==> src/rtl/cpu_control_fsm.sv <==
// cpu_control_fsm
//   Multi-cycle control unit for the CPU. It reads Opcode/Flags from the
//   datapath, drives every datapath control input, and owns the external
//   memory strobes. Instructions run FETCH_A -> FETCH_D -> EXEC
//   [-> MEM_RD | MEM_WR] -> FETCH_A.
//
// Ports
//   Clock        in   rising-edge clock
//   nReset       in   asynchronous active-low reset
//   Opcode[9:0]  in   {IR[15:9], IR[2:0]}
//                     [9:8] class, [7:4] ALU function, [2:0] branch condition
//   Flags[3:0]   in   {Z, C, V, N}
//   nWait        in   memory ready (0 = stall the current memory phase)
//   AluOp[3:0]   out  ALU function
//   Op1Sel[1:0]  out  ALU operand-1 source (always 0 in this revision)
//   Op2Sel       out  0 = register, 1 = immediate
//   PcSel[1:0]   out  0 = Pc1, 1 = PcImm, 2 = PcLr
//   Rw, WdSel, AluEn, SpEn, SpWe, LrEn, LrWe, LrSel, PcWe, PcEn, IrWe,
//   ImmSel, RegWe, MemEn, Rs1Sel, CFlag   out  datapath controls
//   Ale          out  SysBus carries an address this cycle
//   nOE, nWE     out  memory read / write strobes, active low
//   BusErr       out  one-cycle pulse after a memory-phase stall timeout
//   state_dbg    out  current FSM state (debug visibility)
//
// Memory handshake: a memory phase (FETCH_D, MEM_RD, MEM_WR) presents its
// strobe and completes on the first cycle with nWait=1; that cycle is the
// only one in which the phase's write enable (IrWe/PcWe or RegWe) is issued.
// Each nWait=0 cycle holds the phase for one more cycle. WAIT_TIMEOUT
// consecutive nWait=0 cycles abandon the phase: BusErr pulses in the next
// cycle and the FSM refetches from the unadvanced PC.
module cpu_control_fsm #(
  parameter int unsigned WAIT_TIMEOUT = 15  // 1..16, 4-bit stall counter
) (
  input  logic       Clock,
  input  logic       nReset,
  input  logic [9:0] Opcode,
  input  logic [3:0] Flags,
  input  logic       nWait,
  output logic [3:0] AluOp,
  output logic [1:0] Op1Sel,
  output logic       Op2Sel,
  output logic [1:0] PcSel,
  output logic       Rw,
  output logic       WdSel,
  output logic       AluEn,
  output logic       SpEn,
  output logic       SpWe,
  output logic       LrEn,
  output logic       LrWe,
  output logic       LrSel,
  output logic       PcWe,
  output logic       PcEn,
  output logic       IrWe,
  output logic       ImmSel,
  output logic       RegWe,
  output logic       MemEn,
  output logic       Rs1Sel,
  output logic       CFlag,
  output logic       Ale,
  output logic       nOE,
  output logic       nWE,
  output logic       BusErr,
  output logic [2:0] state_dbg
);

  localparam logic [1:0] PC1    = 2'd0;
  localparam logic [1:0] PC_IMM = 2'd1;
  localparam logic [1:0] PC_LR  = 2'd2;

  localparam logic [3:0] STALL_LAST = 4'(WAIT_TIMEOUT - 1);

  typedef enum logic [2:0] {
    FETCH_A = 3'd0,
    FETCH_D = 3'd1,
    EXEC    = 3'd2,
    MEM_RD  = 3'd3,
    MEM_WR  = 3'd4
  } state_t;

  state_t     state;
  logic [3:0] stall_cnt;
  logic       cflag_q;
  logic       bus_err_q;
  logic       br_taken;

  // Opcode[3] (IR bit 9... the gap between function and condition fields)
  // carries nothing for this unit.
  logic unused_opcode_bit;
  assign unused_opcode_bit = Opcode[3];

  assign state_dbg = state;
  assign CFlag     = cflag_q;
  assign BusErr    = bus_err_q;
  assign SpEn      = 1'b0;
  assign SpWe      = 1'b0;

  // Branch condition, Flags = {Z, C, V, N}.
  always_comb begin
    br_taken = 1'b0;
    case (Opcode[2:0])
      3'b000: br_taken = 1'b1;
      3'b001: br_taken = Flags[3];
      3'b010: br_taken = ~Flags[3];
      3'b011: br_taken = Flags[2];
      3'b100: br_taken = ~Flags[2];
      3'b101: br_taken = Flags[0];
      3'b110: br_taken = Flags[1];
      default: br_taken = 1'b0;
    endcase
  end

  // State, stall counter and the registered status outputs.
  always_ff @(posedge Clock or negedge nReset) begin
    if (!nReset) begin
      state     <= FETCH_A;
      stall_cnt <= 4'd0;
      cflag_q   <= 1'b0;
      bus_err_q <= 1'b0;
    end else begin
      bus_err_q <= 1'b0;
      case (state)
        FETCH_A: state <= FETCH_D;
        FETCH_D, MEM_RD, MEM_WR: begin
          if (nWait) begin
            stall_cnt <= 4'd0;
            state     <= (state == FETCH_D) ? EXEC : FETCH_A;
          end else if (stall_cnt == STALL_LAST) begin
            stall_cnt <= 4'd0;
            bus_err_q <= 1'b1;
            state     <= FETCH_A;
          end else begin
            stall_cnt <= stall_cnt + 4'd1;
          end
        end
        EXEC: begin
          cflag_q <= Flags[2];
          if (Opcode[9:8] == 2'b10) state <= Opcode[7] ? MEM_WR : MEM_RD;
          else                      state <= FETCH_A;
        end
        default: state <= FETCH_A;
      endcase
    end
  end

  // Control decode. The IR is loaded on the same edge that enters EXEC, so
  // the EXEC controls must follow the live Opcode rather than a value
  // captured on that edge; likewise the memory-phase write enables follow
  // the live nWait. Outputs are forced idle while nReset is low so the
  // strobes release within the reset cycle itself.
  always_comb begin
    AluOp  = 4'd0;
    Op1Sel = 2'd0;
    Op2Sel = 1'b0;
    PcSel  = PC1;
    Rw     = 1'b0;
    WdSel  = 1'b0;
    AluEn  = 1'b0;
    LrEn   = 1'b0;
    LrWe   = 1'b0;
    LrSel  = 1'b0;
    PcWe   = 1'b0;
    PcEn   = 1'b0;
    IrWe   = 1'b0;
    ImmSel = 1'b0;
    RegWe  = 1'b0;
    MemEn  = 1'b0;
    Rs1Sel = 1'b0;
    Ale    = 1'b0;
    nOE    = 1'b1;
    nWE    = 1'b1;
    if (nReset) begin
      case (state)
        FETCH_A: begin
          PcEn = 1'b1;
          Ale  = 1'b1;
        end
        FETCH_D: begin
          nOE   = 1'b0;
          MemEn = 1'b1;
          if (nWait) begin
            IrWe = 1'b1;
            PcWe = 1'b1;
          end
        end
        EXEC: begin
          case (Opcode[9:8])
            2'b00, 2'b01: begin
              AluOp  = Opcode[7:4];
              AluEn  = 1'b1;
              RegWe  = 1'b1;
              Op2Sel = Opcode[8];
              ImmSel = Opcode[8];
            end
            2'b10: begin
              // Effective address = base register + immediate.
              AluEn  = 1'b1;
              Op2Sel = 1'b1;
              ImmSel = 1'b1;
              Ale    = 1'b1;
            end
            default: begin
              case (Opcode[7:6])
                2'b00: begin
                  if (br_taken) begin
                    PcSel = PC_IMM;
                    PcWe  = 1'b1;
                  end
                end
                2'b01: begin
                  // LR latches the pre-branch PC on the same edge.
                  LrSel = 1'b1;
                  LrWe  = 1'b1;
                  PcSel = PC_IMM;
                  PcWe  = 1'b1;
                end
                2'b10: begin
                  PcSel = PC_LR;
                  PcWe  = 1'b1;
                end
                default: ;
              endcase
            end
          endcase
        end
        MEM_RD: begin
          nOE   = 1'b0;
          MemEn = 1'b1;
          WdSel = 1'b1;
          RegWe = nWait;
        end
        MEM_WR: begin
          nWE    = 1'b0;
          Rw     = 1'b1;
          Rs1Sel = 1'b1;
          AluEn  = 1'b1;
        end
        default: ;
      endcase
    end
  end

  // At most one SysBus driver per cycle.
  a_one_bus_driver: assert property (@(posedge Clock) disable iff (!nReset)
    $onehot0({PcEn, MemEn, AluEn, LrEn}));

endmodule

==> config.mk <==
export PLATFORM = sky130hd
export DESIGN_NAME = cpu_control_fsm
export DESIGN_NICKNAME = d
export VERILOG_FILES = /design/src/rtl/cpu_control_fsm.sv
export SDC_FILE = /design/constraint.sdc
export NUM_CORES = 1
export LEC_CHECK = 0
export CORE_ASPECT_RATIO = 0.8
export CORE_MARGIN = 2
export CORE_UTILIZATION = 41
export CTS_BUF_LIST = sky130_fd_sc_hd__clkbuf_2
export DETAILED_ROUTE_END_ITERATION = 8
export PLACE_DENSITY = 0.89
export SLEW_MARGIN = 20
export SYNTH_ARGS = -nofsm -noshare
export SYNTH_HDL_FRONTEND = slang
export SYNTH_SLANG_ARGS = --single-unit
==> constraint.sdc <==
create_clock -name Clock -period 1.7 [get_ports Clock]
set_input_delay 0.34 -clock Clock [delete_from_list [all_inputs] [get_ports Clock]]
set_output_delay 0.34 -clock Clock [all_outputs]
set_load 0.02 [all_outputs]
==> run summary <==
Non-Filler Instances - 206
drt drc - 0
Final Hold Fails - 0
flops & latches, synth - 9
synth unique cells - 41
Hold-fix buffers, CTS - 0
dpl hpwl - 2110 um
number of buffers created by CTS - 3
crit path max fanout - 3
Post-synth EDFFs - 0
# nets final - 209
Layout area overhead - 70.7%
routed via count - 1078
PwrDens - 977 nW/um^2
WL met3 - 227 um
iteration count of the initial detailed-routing pass - 4
CP cell instances - and4bb_4, and2_4, o2111ai_1, nand2_1, buf_6
worst vdd ir - 0.000752 V
CP startpoint kind - flop
CTS tree - done
multi-input combinational cell area - 699 sq um
WL/cell - 13.9 um
Most used DFF post-synth - dfrtp_1
LEAKAGE - 0.809 nW
status - complete, but fails checks
final wirelength - 2860 um
Worst Skew - 0.285 ps
vias in the first global route - 1004
share of cells above drive strength 1 - 45.9%
WP data arrival - 1450 ps
sequential power share - 24.1%
Die Width - 58.0 um
Max Used Layer - met4
Max-cap violations - 0
Int Pwr - 0.880 mW
WL met2 - 1470 um
H-tree levels - 1
# IOs - 49
FILL cells - 163
grt ovf - 0
setup ws final - -87.6 ps
first-pass GRT wire length - 4420 um
clk buf depth - 2
final period utilization - 105%
Final Total Pwr - 1.59 mW
num rows - 15
Net Sw Frac - 44.8%
yosys warns - 0
GP Congestion - 0.772
register area - 226 sq um
core area - 2180 sq um
Die H - 47.2 um
Placement Setup Slack - -840 ps
delay of the slowest cell on the worst path - 390 ps
Buffers on Ports - 42
clock sink count - 9
Setup CP Type - reg -> out
met1 wire length - 1150 um
Area after DPL - 1560 sq um
syn avg cell area - 8.39 sq um
sequential fraction of the synthesis area - 23.6%
slowest cell on the critical path - dfrtp_1
Via density - 5.23
GRT Overall Usage - 21.6%
DIE AREA - 2740 sq um
largest net degree at the start of global routing - 17
initial antenna violation count - 0
critical path endpoint category - output pin
required time of the worst setup path - 1360 ps
post-route ant nets - 0
fmax - 559 MHz
Sw Pwr - 0.713 mW
Starting Density - 43.9%
Mapped Cells - 114
DR iter-0 viols - 25
post-synth design cell area - 956 sq um
worst r2r src - state_dbg[2]
clock power share - 9.4%
root buffer cell - clkbuf_2
clk_lat worst skew - 260 ps
CP startpoint - state_dbg[0]
RSZ-0062 raised after global routing - true
placed cell count - 199
Reg clk slew, reported paths - 100 ps
Tmin final - 1790 ps
Final Max Tran Viols - 0
number of diodes - 0
asr flop ratio synth - 100%
post-route cell area - 1630 sq um
failing checks - negative setup slack
Finish-stage setup viols - 11
Hold Path Class - in -> async
combinational share of power - 66.6%
==> power groups by stage <==
| stage | clock network, mW | registers [mW] | logic (mW) |
|---|---|---|---|
| 2_1_floorplan | 0 | 0.407 | 0.583 |
| 3_3_place_gp | 0 | 0.373 | 0.990 |
| 3_5_place_dp | 0 | 0.384 | 1.03 |
| 4_1_cts | 0.149 | 0.377 | 1.02 |
| 5_1_grt | 0.163 | 0.394 | 1.14 |
| 6_report | 0.149 | 0.384 | 1.06 |
==> routing by layer <==
metal / GRT usage, % / vias up
li1: - / 524
met1: 25.2 / 506
met2: 40.9 / 46
met3: 4.96 / 2
met4: 5.58 / 0
met5: 0 / -
==> stage by stage <==
stage                     hold WS, ps  TNS [ps]  util, %
final                             157      -613     74.9
after global routing              141     -1460     74.9
after global placement            492    -13840     71.4
after floorplan                  44.4      -114        -
after detailed placement          529    -14190     71.4
after CTS                         146      -706     71.0
==> cell type report <==
cell class / count / area share, %
clock buffers: 4 / 1.23
inverters: 9 / 2.07
multi-input cells: 88 / 42.9
flip-flops and latches: 9 / 13.9
well taps: 25 / 1.92
repair buffers: 71 / 38.0
==> synthesized netlist by cell type, types with 2 or more instances <==
library cell / number / area share (%)
nand2_1: 13 / 5.1
ha_1: 10 / 13
buf_4: 9 / 7.1
dfrtp_1: 9 / 24
inv_1: 9 / 3.5
and3_1: 7 / 4.6
nand2b_1: 5 / 3.3
nor2_1: 5 / 2.0
nor3b_1: 4 / 3.1
a21oi_1: 3 / 1.6
a31oi_1: 3 / 2.0
nand3b_1: 3 / 2.4
o21ai_1: 3 / 1.6
buf_2: 2 / 1.0
nand3_1: 2 / 1.0
nor3_1: 2 / 1.0
==> cell usage in the layout, fill, tap and decap left out, types with 2 or more instances in the layout <==
cell / n
buf_2: 6
clkdlybuf4s50_1: 4
clkbuf_2: 4
ha_1: 9
nand2_1: 13
o21ai_1: 4
nor3b_2: 3
conb_1: 5
nor3_1: 2
nand2b_1: 4
dlygate4sd2_1: 13
and2_4: 2
buf_4: 28
a21oi_1: 3
and3_1: 2
dfrtp_1: 8
nand3_1: 2
a31oi_1: 3
and3_4: 6
nor2_1: 4
inv_1: 8
nand3b_1: 3
clkdlybuf4s15_2: 2
buf_6: 17
==> flip-flops by register name, indices dropped and copies added (netlist names) <==
register / flops
state_dbg: 3
CFlag: 1
BusErr: 1
stall_cnt: 4
==> logic make-up (layout without fill, tap and decap cells) <==
group	count (synthesis)	after routing	share of synthesized area, %
AOI/OAI and AO/OA	20	20	14.9
other	1	5	0.392
and+or+nand+nor	51	51	31.7
muxes	2	2	3.53
buffers and inverters	21	84	12.8
adders and majority gates	10	10	13.1
DFF	9	9	23.6
==> repair_timing <==
item | CTS | global route
endpoints found under the setup margin | 25 | 22
gates resized for setup | 135 | 23
buffers inserted | 2 | 1
pin swaps | 10 | 9
==> worst max-delay path: cells and delay by family (launching register included) <==
family	cells	cell delay, ps
AO/OA/AOI/OAI	1	90
buffers and inverters	1	110
flip-flops	1	390
AND/OR/NAND/NOR	3	590
==> path summary, 6_finish.rpt <==
kind	end	slack [ps]	depth (start not counted)
max reg2reg	stall_cnt[3]	240	6
max in group asynchronous	BusErr	1320	3
min	state_dbg[0]	160	2
min in group Clock	BusErr	550	3
max	PcWe	-90	5
min reg2reg	CFlag	550	1
Note: power is estimated with default switching activity, not from simulation.
